`config.mk`:
```
export PLATFORM = sky130hd
export DESIGN_NAME = scratch_pad_port_arbiter_flat
export DESIGN_NICKNAME = d
export VERILOG_FILES = /design/src/rtl/scratch_pad_port_arbiter_if.sv /design/src/rtl/scratch_pad_port_arbiter.sv /design/src/flat_wrapper.sv
export SDC_FILE = /design/constraint.sdc
export NUM_CORES = 1
export LEC_CHECK = 0
export BUFFER_PORTS_ARGS = -buffer_cell sky130_fd_sc_hd__buf_2
export CAP_MARGIN = 30
export CORE_AREA = 3 3 205 207
export DETAILED_ROUTE_END_ITERATION = 6
export DIE_AREA = 0 0 208 210
export GPL_TIMING_DRIVEN = 0
export PLACE_DENSITY = 0.53
export RECOVER_POWER = 25
export SKIP_LAST_GASP = 1
export SYNTH_ARGS = -nofsm -noshare
export SYNTH_HDL_FRONTEND = slang
export SYNTH_SLANG_ARGS = --single-unit
```
`constraint.sdc`:
```
create_clock -name clk -period 5.27 [get_ports clk]
set_input_delay 0.7905 -clock clk [delete_from_list [all_inputs] [get_ports clk]]
set_output_delay 0.7905 -clock clk [all_outputs]
set_load 0.05 [all_outputs]
```
`src/rtl/scratch_pad_port_arbiter_if.sv`:
```
// Client and port side signals of the scratch pad port arbiter.
// The arbiter connects through the slave modport. The environment
// (client engines plus the scratch pad port) drives through master.
interface scratch_pad_port_arbiter_if #(
    parameter int REQUESTERS = 4,
    parameter int WIDTH      = 64,
    parameter int ADDR_WIDTH = 12
);
    logic [REQUESTERS-1:0]            req_rd_en;
    logic [REQUESTERS-1:0]            req_wr_en;
    logic [REQUESTERS*ADDR_WIDTH-1:0] req_addr;
    logic [REQUESTERS*WIDTH-1:0]      req_d;
    logic [REQUESTERS-1:0]            req_grant;

    logic                             sp_rd_en;
    logic                             sp_wr_en;
    logic [ADDR_WIDTH-1:0]            sp_addr;
    logic [WIDTH-1:0]                 sp_d;
    logic                             sp_full;
    logic                             sp_valid;
    logic [WIDTH-1:0]                 sp_q;
    logic                             sp_stall;

    logic [REQUESTERS-1:0]            rsp_valid;
    logic [WIDTH-1:0]                 rsp_q;
    logic [REQUESTERS-1:0]            rsp_stall;

    logic                             err;

    modport slave (
        input  req_rd_en, req_wr_en, req_addr, req_d,
        input  sp_full, sp_valid, sp_q, rsp_stall,
        output req_grant, sp_rd_en, sp_wr_en, sp_addr, sp_d,
        output sp_stall, rsp_valid, rsp_q, err
    );

    modport master (
        output req_rd_en, req_wr_en, req_addr, req_d,
        output sp_full, sp_valid, sp_q, rsp_stall,
        input  req_grant, sp_rd_en, sp_wr_en, sp_addr, sp_d,
        input  sp_stall, rsp_valid, rsp_q, err
    );
endinterface

```
`src/rtl/scratch_pad_port_arbiter.sv`:
```
// Round-robin arbiter sharing one scratch pad port among several clients.
// Granted commands are registered onto the port. Read IDs are kept in an
// in-order FIFO so returning data can be steered back to the issuer.
module scratch_pad_port_arbiter #(
    parameter int REQUESTERS      = 4,
    parameter int WIDTH           = 64,
    parameter int ADDR_WIDTH      = 12,
    parameter int MAX_OUTSTANDING = 32,
    parameter int ID_BITS         = $clog2(REQUESTERS)
) (
    input  logic                          clk,
    input  logic                          rst,
    scratch_pad_port_arbiter_if.slave     bus
);
    localparam int PTR_W = $clog2(MAX_OUTSTANDING);
    localparam int CNT_W = PTR_W + 1;

    logic [ID_BITS-1:0]    last_grant;
    logic [ID_BITS-1:0]    gnt_idx;
    logic                  gnt_any;
    logic                  gnt_is_wr;
    logic [REQUESTERS-1:0] gnt_oh;
    logic [REQUESTERS-1:0] eligible;
    logic                  rd_ok;

    logic [ID_BITS-1:0]    id_mem [MAX_OUTSTANDING];
    logic [PTR_W-1:0]      wr_ptr;
    logic [PTR_W-1:0]      rd_ptr;
    logic [CNT_W-1:0]      count;
    logic [ID_BITS-1:0]    head_id;
    logic                  fifo_empty;
    logic                  push;
    logic                  pop;

    logic                  sp_rd_en_r;
    logic                  sp_wr_en_r;
    logic [ADDR_WIDTH-1:0] sp_addr_r;
    logic [WIDTH-1:0]      sp_d_r;
    logic                  err_r;
    logic [REQUESTERS-1:0] rsp_valid_c;
    logic                  sp_stall_c;

    // Eligibility: nothing while the port is full; reads also need a free ID slot.
    always_comb begin
        rd_ok = count < CNT_W'(MAX_OUTSTANDING);
        for (int i = 0; i < REQUESTERS; i++) begin
            eligible[i] = ~bus.sp_full & (bus.req_wr_en[i] | (bus.req_rd_en[i] & rd_ok));
        end
    end

    // Round-robin search starting just after the previous winner.
    always_comb begin
        gnt_any = 1'b0;
        gnt_idx = '0;
        gnt_oh  = '0;
        for (int k = 1; k <= REQUESTERS; k++) begin
            logic [ID_BITS-1:0] cand;
            cand = ID_BITS'((int'(last_grant) + k) % REQUESTERS);
            if (!gnt_any && eligible[cand]) begin
                gnt_any = 1'b1;
                gnt_idx = cand;
            end
        end
        if (gnt_any) gnt_oh[gnt_idx] = 1'b1;
    end

    // A request with both enables set goes out as a write; its read half is dropped.
    assign gnt_is_wr  = bus.req_wr_en[gnt_idx];
    assign push       = gnt_any & ~gnt_is_wr;
    assign head_id    = id_mem[rd_ptr];
    assign fifo_empty = (count == '0);

    // Steer returning data to the head ID; data with no outstanding read is dropped.
    always_comb begin
        rsp_valid_c = '0;
        sp_stall_c  = 1'b0;
        pop         = 1'b0;
        if (bus.sp_valid && !fifo_empty) begin
            rsp_valid_c[head_id] = 1'b1;
            sp_stall_c           = bus.rsp_stall[head_id];
            pop                  = ~bus.rsp_stall[head_id];
        end
    end

    // Register the granted command onto the port; address/data hold when idle.
    always_ff @(posedge clk) begin
        if (rst) begin
            sp_rd_en_r <= 1'b0;
            sp_wr_en_r <= 1'b0;
            sp_addr_r  <= '0;
            sp_d_r     <= '0;
            last_grant <= ID_BITS'(REQUESTERS - 1);
        end else begin
            sp_rd_en_r <= gnt_any & ~gnt_is_wr;
            sp_wr_en_r <= gnt_any & gnt_is_wr;
            if (gnt_any) begin
                sp_addr_r  <= bus.req_addr[int'(gnt_idx)*ADDR_WIDTH +: ADDR_WIDTH];
                sp_d_r     <= bus.req_d[int'(gnt_idx)*WIDTH +: WIDTH];
                last_grant <= gnt_idx;
            end
        end
    end

    // ID FIFO storage; contents are don't-care while empty so no reset needed.
    always_ff @(posedge clk) begin
        if (push) id_mem[wr_ptr] <= gnt_idx;
    end

    // ID FIFO pointers and occupancy, which doubles as the outstanding-read count.
    always_ff @(posedge clk) begin
        if (rst) begin
            wr_ptr <= '0;
            rd_ptr <= '0;
            count  <= '0;
        end else begin
            if (push) wr_ptr <= wr_ptr + 1'b1;
            if (pop)  rd_ptr <= rd_ptr + 1'b1;
            case ({push, pop})
                2'b10:   count <= count + 1'b1;
                2'b01:   count <= count - 1'b1;
                default: count <= count;
            endcase
        end
    end

    // Sticky flag for read data arriving with nothing outstanding.
    always_ff @(posedge clk) begin
        if (rst)                             err_r <= 1'b0;
        else if (bus.sp_valid && fifo_empty) err_r <= 1'b1;
    end

    assign bus.req_grant = gnt_oh;
    assign bus.sp_rd_en  = sp_rd_en_r;
    assign bus.sp_wr_en  = sp_wr_en_r;
    assign bus.sp_addr   = sp_addr_r;
    assign bus.sp_d      = sp_d_r;
    assign bus.sp_stall  = sp_stall_c;
    assign bus.rsp_valid = rsp_valid_c;
    assign bus.rsp_q     = bus.sp_q;
    assign bus.err       = err_r;
endmodule

```
`src/flat_wrapper.sv`:
```
// flat-port wrapper written by rule: the top's interface ports become plain ports
module scratch_pad_port_arbiter_flat 
#(
    parameter int REQUESTERS      = 4,
    parameter int WIDTH           = 64,
    parameter int ADDR_WIDTH      = 12,
    parameter int MAX_OUTSTANDING = 32,
    parameter int ID_BITS         = $clog2(REQUESTERS)
)
  (clk, rst, bus_req_rd_en, bus_req_wr_en, bus_req_addr, bus_req_d, bus_sp_full, bus_sp_valid, bus_sp_q, bus_rsp_stall, bus_req_grant, bus_sp_rd_en, bus_sp_wr_en, bus_sp_addr, bus_sp_d, bus_sp_stall, bus_rsp_valid, bus_rsp_q, bus_err);
  scratch_pad_port_arbiter_if #(.REQUESTERS(REQUESTERS), .WIDTH(WIDTH), .ADDR_WIDTH(ADDR_WIDTH)) bus_i ();
  input  logic clk;
  input  logic rst;
  input wire logic [$bits(bus_i.req_rd_en)-1:0] bus_req_rd_en;
  input wire logic [$bits(bus_i.req_wr_en)-1:0] bus_req_wr_en;
  input wire logic [$bits(bus_i.req_addr)-1:0] bus_req_addr;
  input wire logic [$bits(bus_i.req_d)-1:0] bus_req_d;
  input wire logic [$bits(bus_i.sp_full)-1:0] bus_sp_full;
  input wire logic [$bits(bus_i.sp_valid)-1:0] bus_sp_valid;
  input wire logic [$bits(bus_i.sp_q)-1:0] bus_sp_q;
  input wire logic [$bits(bus_i.rsp_stall)-1:0] bus_rsp_stall;
  output wire logic [$bits(bus_i.req_grant)-1:0] bus_req_grant;
  output wire logic [$bits(bus_i.sp_rd_en)-1:0] bus_sp_rd_en;
  output wire logic [$bits(bus_i.sp_wr_en)-1:0] bus_sp_wr_en;
  output wire logic [$bits(bus_i.sp_addr)-1:0] bus_sp_addr;
  output wire logic [$bits(bus_i.sp_d)-1:0] bus_sp_d;
  output wire logic [$bits(bus_i.sp_stall)-1:0] bus_sp_stall;
  output wire logic [$bits(bus_i.rsp_valid)-1:0] bus_rsp_valid;
  output wire logic [$bits(bus_i.rsp_q)-1:0] bus_rsp_q;
  output wire logic [$bits(bus_i.err)-1:0] bus_err;
  assign bus_i.req_rd_en = bus_req_rd_en;
  assign bus_i.req_wr_en = bus_req_wr_en;
  assign bus_i.req_addr = bus_req_addr;
  assign bus_i.req_d = bus_req_d;
  assign bus_i.sp_full = bus_sp_full;
  assign bus_i.sp_valid = bus_sp_valid;
  assign bus_i.sp_q = bus_sp_q;
  assign bus_i.rsp_stall = bus_rsp_stall;
  assign bus_req_grant = bus_i.req_grant;
  assign bus_sp_rd_en = bus_i.sp_rd_en;
  assign bus_sp_wr_en = bus_i.sp_wr_en;
  assign bus_sp_addr = bus_i.sp_addr;
  assign bus_sp_d = bus_i.sp_d;
  assign bus_sp_stall = bus_i.sp_stall;
  assign bus_rsp_valid = bus_i.rsp_valid;
  assign bus_rsp_q = bus_i.rsp_q;
  assign bus_err = bus_i.err;
  scratch_pad_port_arbiter #(.REQUESTERS(REQUESTERS), .WIDTH(WIDTH), .ADDR_WIDTH(ADDR_WIDTH), .MAX_OUTSTANDING(MAX_OUTSTANDING), .ID_BITS(ID_BITS)) u_core (.clk(clk), .rst(rst), .bus(bus_i));
endmodule
```
==> metrics.txt, run 1 <==
run status=finished, final reports clean; Yosys cell types=57; cell types with the largest area share after synthesis=sky130_fd_sc_hd__dfxtp_1 22%, sky130_fd_sc_hd__edfxtp_1 20%, sky130_fd_sc_hd__mux2i_1 10%; final hold violations=0; final-report setup violation count=0; Reg2Reg Launch Point=u_core.count[5]; Clock H-tree levels=4; achievable frequency=0.213 GHz; max-capacitance violation count=0; cell with the most instances after synthesis=sky130_fd_sc_hd__nor2_1; top cell type's share of synthesized area=21.6%; number of ports placed on the die boundary=536; area of the core region=40,600 sq um; required time worst endpoint=5.57 ns; biggest area consumer among synthesized cells=sky130_fd_sc_hd__dfxtp_1; Synth Area in Compound Gates=15.5%; data arrival time of the critical path=5.00 ns; adder-cell share of the synthesized area=1.06%; average detailed-routed wire length per instance=19.5 microns; Post-layout nets=1,863; number of cells on the worst reg-to-reg path=20; Initial Util=23.3%; hold buffer count at cts=0; largest fanout on the critical path=10; fraction of the mapped netlist area in simple logic gates=14.7%; instance count along the most critical hold path=2; input/output buffers=471; Mapped Nets=1,371; cell area after synthesis=9470 sq um; gpl congestion=0.908; number of CTS-inserted buffers=17; clock tree from TritonCTS=built; std cell rows=74; dpl cell area=12,500 sq um; Die Height=210 microns; Detailed Place HPWL=32.1 mm; fraction of final layout cells sized beyond drive strength 1=37.9%; number of vias in the routed layout=9,250; maximum number of pins on one net before global-route repair=42; clock tree sinks=166; largest family of logic cells by synthesized area=multiplexers; total length of routed wires=39.4 mm; TritonRoute pass-1 iters=5; Pwr Density=348 nW/um^2; endpoint of the worst register-to-register path=u_core.count[4]; total die area=43,700 sq um; number of enable flip-flop cells after synthesis=64; startpoint types=flop; measured slew at the worst slew-check pin=0.941 ns; clk slew on worst S/H paths=0.07 ns; DR iter-0 viols=513; crit path time final=4.70 ns; proportion of synthesized area in mux cells=17.6%; static leakage=5.60 nW; Max clock buf depth=2; r2r setup slk=0.57 ns; Min Hold Slack=0.490 ns; number of antenna violations at the first check in global routing=8; number of setup buffers added after CTS=0; xor/xnor cell area share of the yosys netlist=0.648%; Overall Power=4.54 mW; Remaining Overflow, GRT=0; total count of max-transition violations in the final report=0; clock network latency to the later pin of the worst-skew pair=0.43 ns; die width=208 microns; cell at the root of the clock tree=sky130_fd_sc_hd__clkbuf_16; max-slew headroom at the worst pin=37.3%; post-DR vias/cell=4.57; design area=13,000 sq um; antenna-violating nets left=0; Avg Inst Size Synth=9.67 sq um; final routed DRC violation total=0; GR Util All Layers=17.2%; setup tns final=0 ns; Core Util, Final=32.1%; RSZ-0062 raised after global routing=no; critical path endpoint category=flop; hold path endpoint=u_core.bus.err; portion of the clock cycle consumed by the worst path in the final layout=89.2%; launch instance of the worst min-delay path=u_core.bus.err; area grow syn2layout=37.6%; global-route wire length before repair=57.6 mm; largest clock skew in the final design=0.0139 ns; Yosys reg bits=166; most frequent cells after synthesis=114 x sky130_fd_sc_hd__nor2_1, 102 x sky130_fd_sc_hd__dfxtp_1, 98 x sky130_fd_sc_hd__mux2i_1; category of the most critical setup path=reg2reg; Synth warnings=0; vias in the first global route=9,565; Max VDD drop=204 uV; top flip-flop cell by instance count after synthesis=sky130_fd_sc_hd__dfxtp_1; Tightest Hold Check Type=reg2reg; synthesized netlist cell count=979; sequential cell area fraction in the yosys report=41.9%; Post-synth ARST share=0%
[per-stage QoR]
| step | worst slack (ns) | instances |
|---|---|---|
| after floorplan | 1.10 | 979 |
| after global placement | -0.281 | 1982 |
| after detailed placement | -0.117 | 1984 |
| final | 0.568 | 2023 |
| after CTS | 0.310 | 2016 |
| after global routing | 0.0574 | 2022 |
[kinds of logic (layout without fill, tap and decap cells)]
family / Yosys count / after routing
AO/OA/AOI/OAI: 207 / 207
flip-flops: 166 / 166
XOR/XNOR: 7 / 7
adder cells (fa/ha/maj): 8 / 8
AND/OR/NAND/NOR: 286 / 286
other: 0 / 7
multiplexers: 159 / 159
buffers and inverters: 146 / 651
[worst max-delay path, stage by stage, from the launching register on]
cell and delay, ns:
sky130_fd_sc_hd__dfxtp_1 0.47, sky130_fd_sc_hd__nor2b_1 0.15, sky130_fd_sc_hd__o41ai_1 0.38, sky130_fd_sc_hd__o21ai_0 0.15, sky130_fd_sc_hd__a21oi_1 0.59, sky130_fd_sc_hd__a222oi_1 0.36, sky130_fd_sc_hd__and3_1 0.24, sky130_fd_sc_hd__buf_4 0.16
sky130_fd_sc_hd__inv_4 0.08, sky130_fd_sc_hd__ha_1 0.20, sky130_fd_sc_hd__buf_1 0.37, sky130_fd_sc_hd__xor2_1 0.14, sky130_fd_sc_hd__ha_1 0.21, sky130_fd_sc_hd__a21oi_1 0.24, sky130_fd_sc_hd__nor2b_1 0.07, sky130_fd_sc_hd__o21ai_0 0.14
sky130_fd_sc_hd__a21oi_1 0.08, sky130_fd_sc_hd__a311oi_1 0.26, sky130_fd_sc_hd__nor2_1 0.08, sky130_fd_sc_hd__xnor2_1 0.15, sky130_fd_sc_hd__nor2_1 0.05
[layout by cell type (no fill, tap or decap), drive strengths merged, types with 4 or more instances in the layout]
cell type	instances
o21a	22
diode	7
nand3b	25
nand3	9
clkbuf	167
a221o	33
buf	460
dfxtp	102
a221oi	21
a211oi	4
nand4	4
mux2	61
nor2b	17
nor3	62
nand2	29
mux2i	98
or3	6
nand2b	8
inv	17
a22oi	10
nor2	114
xor2	4
clkinv	4
and2	6
o21ai	41
a21oi	56
ha	8
edfxtp	64
[worst max path at each step]
stage | start | endpoint | slack [ns]
after floorplan | bus_req_rd_en[1] | u_core.count[4] | 1.10
after global placement | bus_req_rd_en[1] | u_core.count[4] | -0.28
after detailed placement | bus_req_rd_en[1] | u_core.count[4] | -0.12
after CTS | bus_req_rd_en[1] | u_core.count[4] | 0.31
after global routing | u_core.count[5] | u_core.count[4] | 0.06
final | u_core.count[5] | u_core.count[4] | 0.57
[state kept, by name, summed over array words and instances (netlist names), named ones only]
register,flops
u_core.count,6
u_core.id_mem,64
u_core.wr_ptr,5
u_core.bus.sp_d,64
u_core.bus.sp_addr,12
u_core.bus.sp_wr_en,1
u_core.bus.sp_rd_en,1
u_core.rd_ptr,5
u_core.bus.err,1
u_core.last_grant,2
[what timing repair did]
item | in CTS | in global routing
setup endpoints to repair | 0 | 1
hold endpoints to repair | 0 | 0
resized for setup | 0 | 3
[routing by layer]
| metal | track usage (%) | routed length, microns |
|---|---|---|
| met3 | 2.72 | 1560 |
| met1 | 19.8 | 15400 |
| met4 | 6.70 | 1360 |
| met2 | 31.8 | 21000 |
| met5 | 0 | 13 |
[report_power, final]
part | total (mW) | switching (mW) | leakage, nW | internal (mW)
combinational | 1.70 | 1.14 | 3.88 | 0.554
sequential | 1.53 | 0.0709 | 1.42 | 1.46
clock | 1.31 | 0.578 | 0.297 | 0.729
total | 4.54 | 1.79 | 5.60 | 2.75
[cell type report]
cell class                 instances  area, sq um
antenna                            7         17.5
buffer                           135          772
clock buffer                      19          443
clock inverter                    13          163
fill                            4402        27500
inverter                          11         43.8
multi-input combinational        667         4700
sequential                       166         3960
tap                              532          666
timing repair buffer             473         2260
No activity file was read; power rests on OpenSTA's default activity.
==> run 2: changes to the inputs <==
--- a/config.mk
+++ b/config.mk
@@ -11,7 +11,7 @@
 export DETAILED_ROUTE_END_ITERATION = 6
 export DIE_AREA = 0 0 208 210
 export GPL_TIMING_DRIVEN = 0
-export PLACE_DENSITY = 0.53
+export PLACE_DENSITY = 0.52
 export RECOVER_POWER = 25
 export SKIP_LAST_GASP = 1
 export SYNTH_ARGS = -nofsm -noshare
==> run 2 against run 1 <==
Compared with the run above:
- clock-buffer cell count shrank 1
- maximum frequency grew 1.2%
- flip-flop and latch count stayed put
- global-route usage increased by 0.10 points
- cell count about the same
- worst setup slack improved by 0.054 ns
- first-iteration DRC count down 6.2%
- routed wire length increased by 0.48%
- combinational power about the same
- register-to-register slack better by 0.11 ns
- final area down 0.37%
- total power shrank 1.7%
==> metrics.txt, run 2 (synthesis results as in run 1) <==
run status=finished, final reports clean; Remaining Overflow, GRT=0 (unchanged); portion of the clock cycle consumed by the worst path in the final layout=88.2% (-1.0 points); crit path time final=4.65 ns (-0.0536 ns); post-DR vias/cell=4.59 (+0.41%); endpoint of the worst register-to-register path=u_core.count[4]; Clock H-tree levels=4 (unchanged); final routed DRC violation total=0 (unchanged); number of CTS-inserted buffers=17 (unchanged); DR iter-0 viols=481 (-6.2%); clock tree from TritonCTS=built; largest fanout on the critical path=10 (unchanged); final-report setup violation count=0 (unchanged); sequence of cells on the critical path=buf_2, nor2b_2, o41ai_1, o21ai_0, a21oi_1, nand2_1, and3_1, buf_4, inv_4, ha_1, clkbuf_2, xor2_1, ha_1, a21oi_1, nor2b_1, o21ai_0, a21oi_1, a311oi_1, nor2_1, xnor2_1, nor2_1; static leakage=5.57 nW (-0.48%); most used cells in the layout excluding fill and tap cells=389 x sky130_fd_sc_hd__buf_2, 148 x sky130_fd_sc_hd__clkbuf_1, 113 x sky130_fd_sc_hd__nor2_1; antenna-violating nets left=0 (unchanged); Critical path destination=u_core.count[4]; master of the slowest instance on the critical path=sky130_fd_sc_hd__o41ai_1; fraction of final layout cells sized beyond drive strength 1=37.9% (-0.084 points); global-route wire length before repair=57.1 mm (-0.77%); Pwr Density=344 nW/um^2 (-1.3%); measured slew at the worst slew-check pin=1.00 ns (+0.0617 ns); total count of max-transition violations in the final report=0 (unchanged); register area=3960 sq um (unchanged); Die Height=210 microns (unchanged); Max clock buf depth=2 (unchanged); number of cells on the worst reg-to-reg path=22 (+10%); GR Util All Layers=17.3% (+0.10 points); multi-input gate area in the final layout=4700 sq um (about the same); required time worst endpoint=5.57 ns (about the same); std cell rows=74 (unchanged); area grow syn2layout=37.1%; cell-internal power=2.68 mW (-2.4%); gpl congestion=0.918 (+1.1%); max-slew headroom at the worst pin=33.1% (-4.2 points); startpoint of the most critical setup path=bus_req_rd_en[1]; clk slew on worst S/H paths=0.07 ns (about the same); switching power total=1.78 mW (-0.58%); number of ports placed on the die boundary=536 (unchanged); setup tns final=0 ns (unchanged); achievable frequency=0.215 GHz (+1.2%); dominant cell type by count on the critical path=sky130_fd_sc_hd__a21oi_1; startpoint types=input port; TritonRoute pass-1 iters=4 (-1); die width=208 microns (unchanged); largest clock skew in the final design=0.00944 ns (-0.00444 ns); final hold violations=0 (unchanged); data arrival time of the critical path=4.95 ns (-0.05 ns); Detailed Place HPWL=32.5 mm (+1.3%); r2r setup slk=0.68 ns (+0.11 ns); max-capacitance violation count=0 (unchanged); area of the core region=40,600 sq um (unchanged); Post-layout nets=1,861 (-0.11%); input/output buffers=471 (unchanged); fraction of power spent switching nets=40.0% (+0.45 points); cell at the root of the clock tree=sky130_fd_sc_hd__clkbuf_16; number of antenna violations at the first check in global routing=11 (+3); number of non-filler instances in the completed layout=2,021 (-0.099%); most common library cell in the layout ignoring fill and taps=sky130_fd_sc_hd__buf_2; Initial Util=23.3% (unchanged); Max VDD drop=216 uV (+5.8%); Combinational Power Share=37.9% (+0.5 points); number of inserted filler cells in the final layout=4,404 (+0.045%); # placed instances=1,982 (-0.10%); biggest cell delay along the critical path=0.54 ns (-0.05 ns); category of the most critical setup path=in2reg; vias in the first global route=9,389 (-1.8%); share of total power in the clock network=27.7% (-1.1 points); clock tree sinks=166 (unchanged); total die area=43,700 sq um (unchanged); RSZ-0062 raised after global routing=no; average detailed-routed wire length per instance=19.6 microns (+0.58%); total length of routed wires=39.6 mm (+0.48%); critical path endpoint category=flop; hold buffer count at cts=0 (unchanged); Tightest Hold Check Type=reg2reg; number of setup buffers added after CTS=0 (unchanged); power share of the sequential group=34.4% (+0.6 points); clock network latency to the later pin of the worst-skew pair=0.44 ns (about the same); maximum number of pins on one net before global-route repair=42 (unchanged); number of vias in the routed layout=9,279 (+0.31%)
run 2: through the flow:
stage | total power, mW | util (%) | worst slack, ns | instance area (sq um) | hold slack, ns
after global placement | 3.27 | 30.8 | -0.136 | 12500 | 0.456
after global routing | 4.70 | 32.0 | 0.0738 | 13000 | 0.511
after floorplan | 2.73 | - | 1.10 | 9470 | 0.482
after detailed placement | 3.28 | 30.8 | -0.156 | 12500 | 0.471
final | 4.46 | 32.0 | 0.622 | 13000 | 0.485
after CTS | 4.53 | 32.2 | 0.303 | 13100 | 0.491
run 2: area by class of cell:
cell class | instances | area share, %
timing repair buffer | 471 | 17.2
inverter | 11 | 0.337
tap | 532 | 5.13
multi-input combinational | 667 | 36.2
buffer | 135 | 5.96
sequential | 166 | 30.5
clock buffer | 18 | 3.31
clock inverter | 14 | 1.13
antenna | 7 | 0.135
run 2: power groups by stage:
stage	combinational, mW	sequential (mW)	clock (mW)
floorplan	0.899	1.83	0
global placement	1.71	1.56	0
detailed placement	1.72	1.56	0
CTS	1.72	1.54	1.27
global route	1.82	1.55	1.32
finish	1.69	1.54	1.24
run 2: worst min-delay path by stage:
stage                                from  slack (ns)  cells past startpoint                     to
floorplan                u_core.wr_ptr[1]        0.48                      2       u_core.wr_ptr[1]
global placement           u_core.bus.err        0.46                      2         u_core.bus.err
detailed placement  u_core.bus.sp_addr[8]        0.47                      2  u_core.bus.sp_addr[8]
CTS                 u_core.bus.sp_addr[8]        0.49                      2  u_core.bus.sp_addr[8]
global route          u_core.bus.sp_d[54]        0.51                      2    u_core.bus.sp_d[54]
finish                     u_core.bus.err        0.48                      2         u_core.bus.err
run 2: critical path, delay by kind of cell:
family	cells	cell delay [ns]
buffers and inverters	4	0.60
xor gates and xnor gates	2	0.25
adders and majority gates	2	0.40
AOI/OAI and AO/OA	7	1.95
and+or+nand+nor	6	0.94
run 2: metal layers:
layer | part of all wire (%) | up-vias | GRT usage, % | routed length, microns
met3 | 4.5 | 44 | 2.96 | 1800
met4 | 3.6 | 0 | 7.77 | 1410
met5 | 0 | - | 0 | 0
met2 | 54 | 314 | 32.1 | 21300
li1 | - | 4521 | - | -
met1 | 38 | 4400 | 19.3 | 15100
run 2: what timing repair did:
action / 4_1_cts / 5_1_grt
hold endpoints to repair: 0 / 0
setup endpoints to repair: 0 / 1
resized for setup: 0 / 4
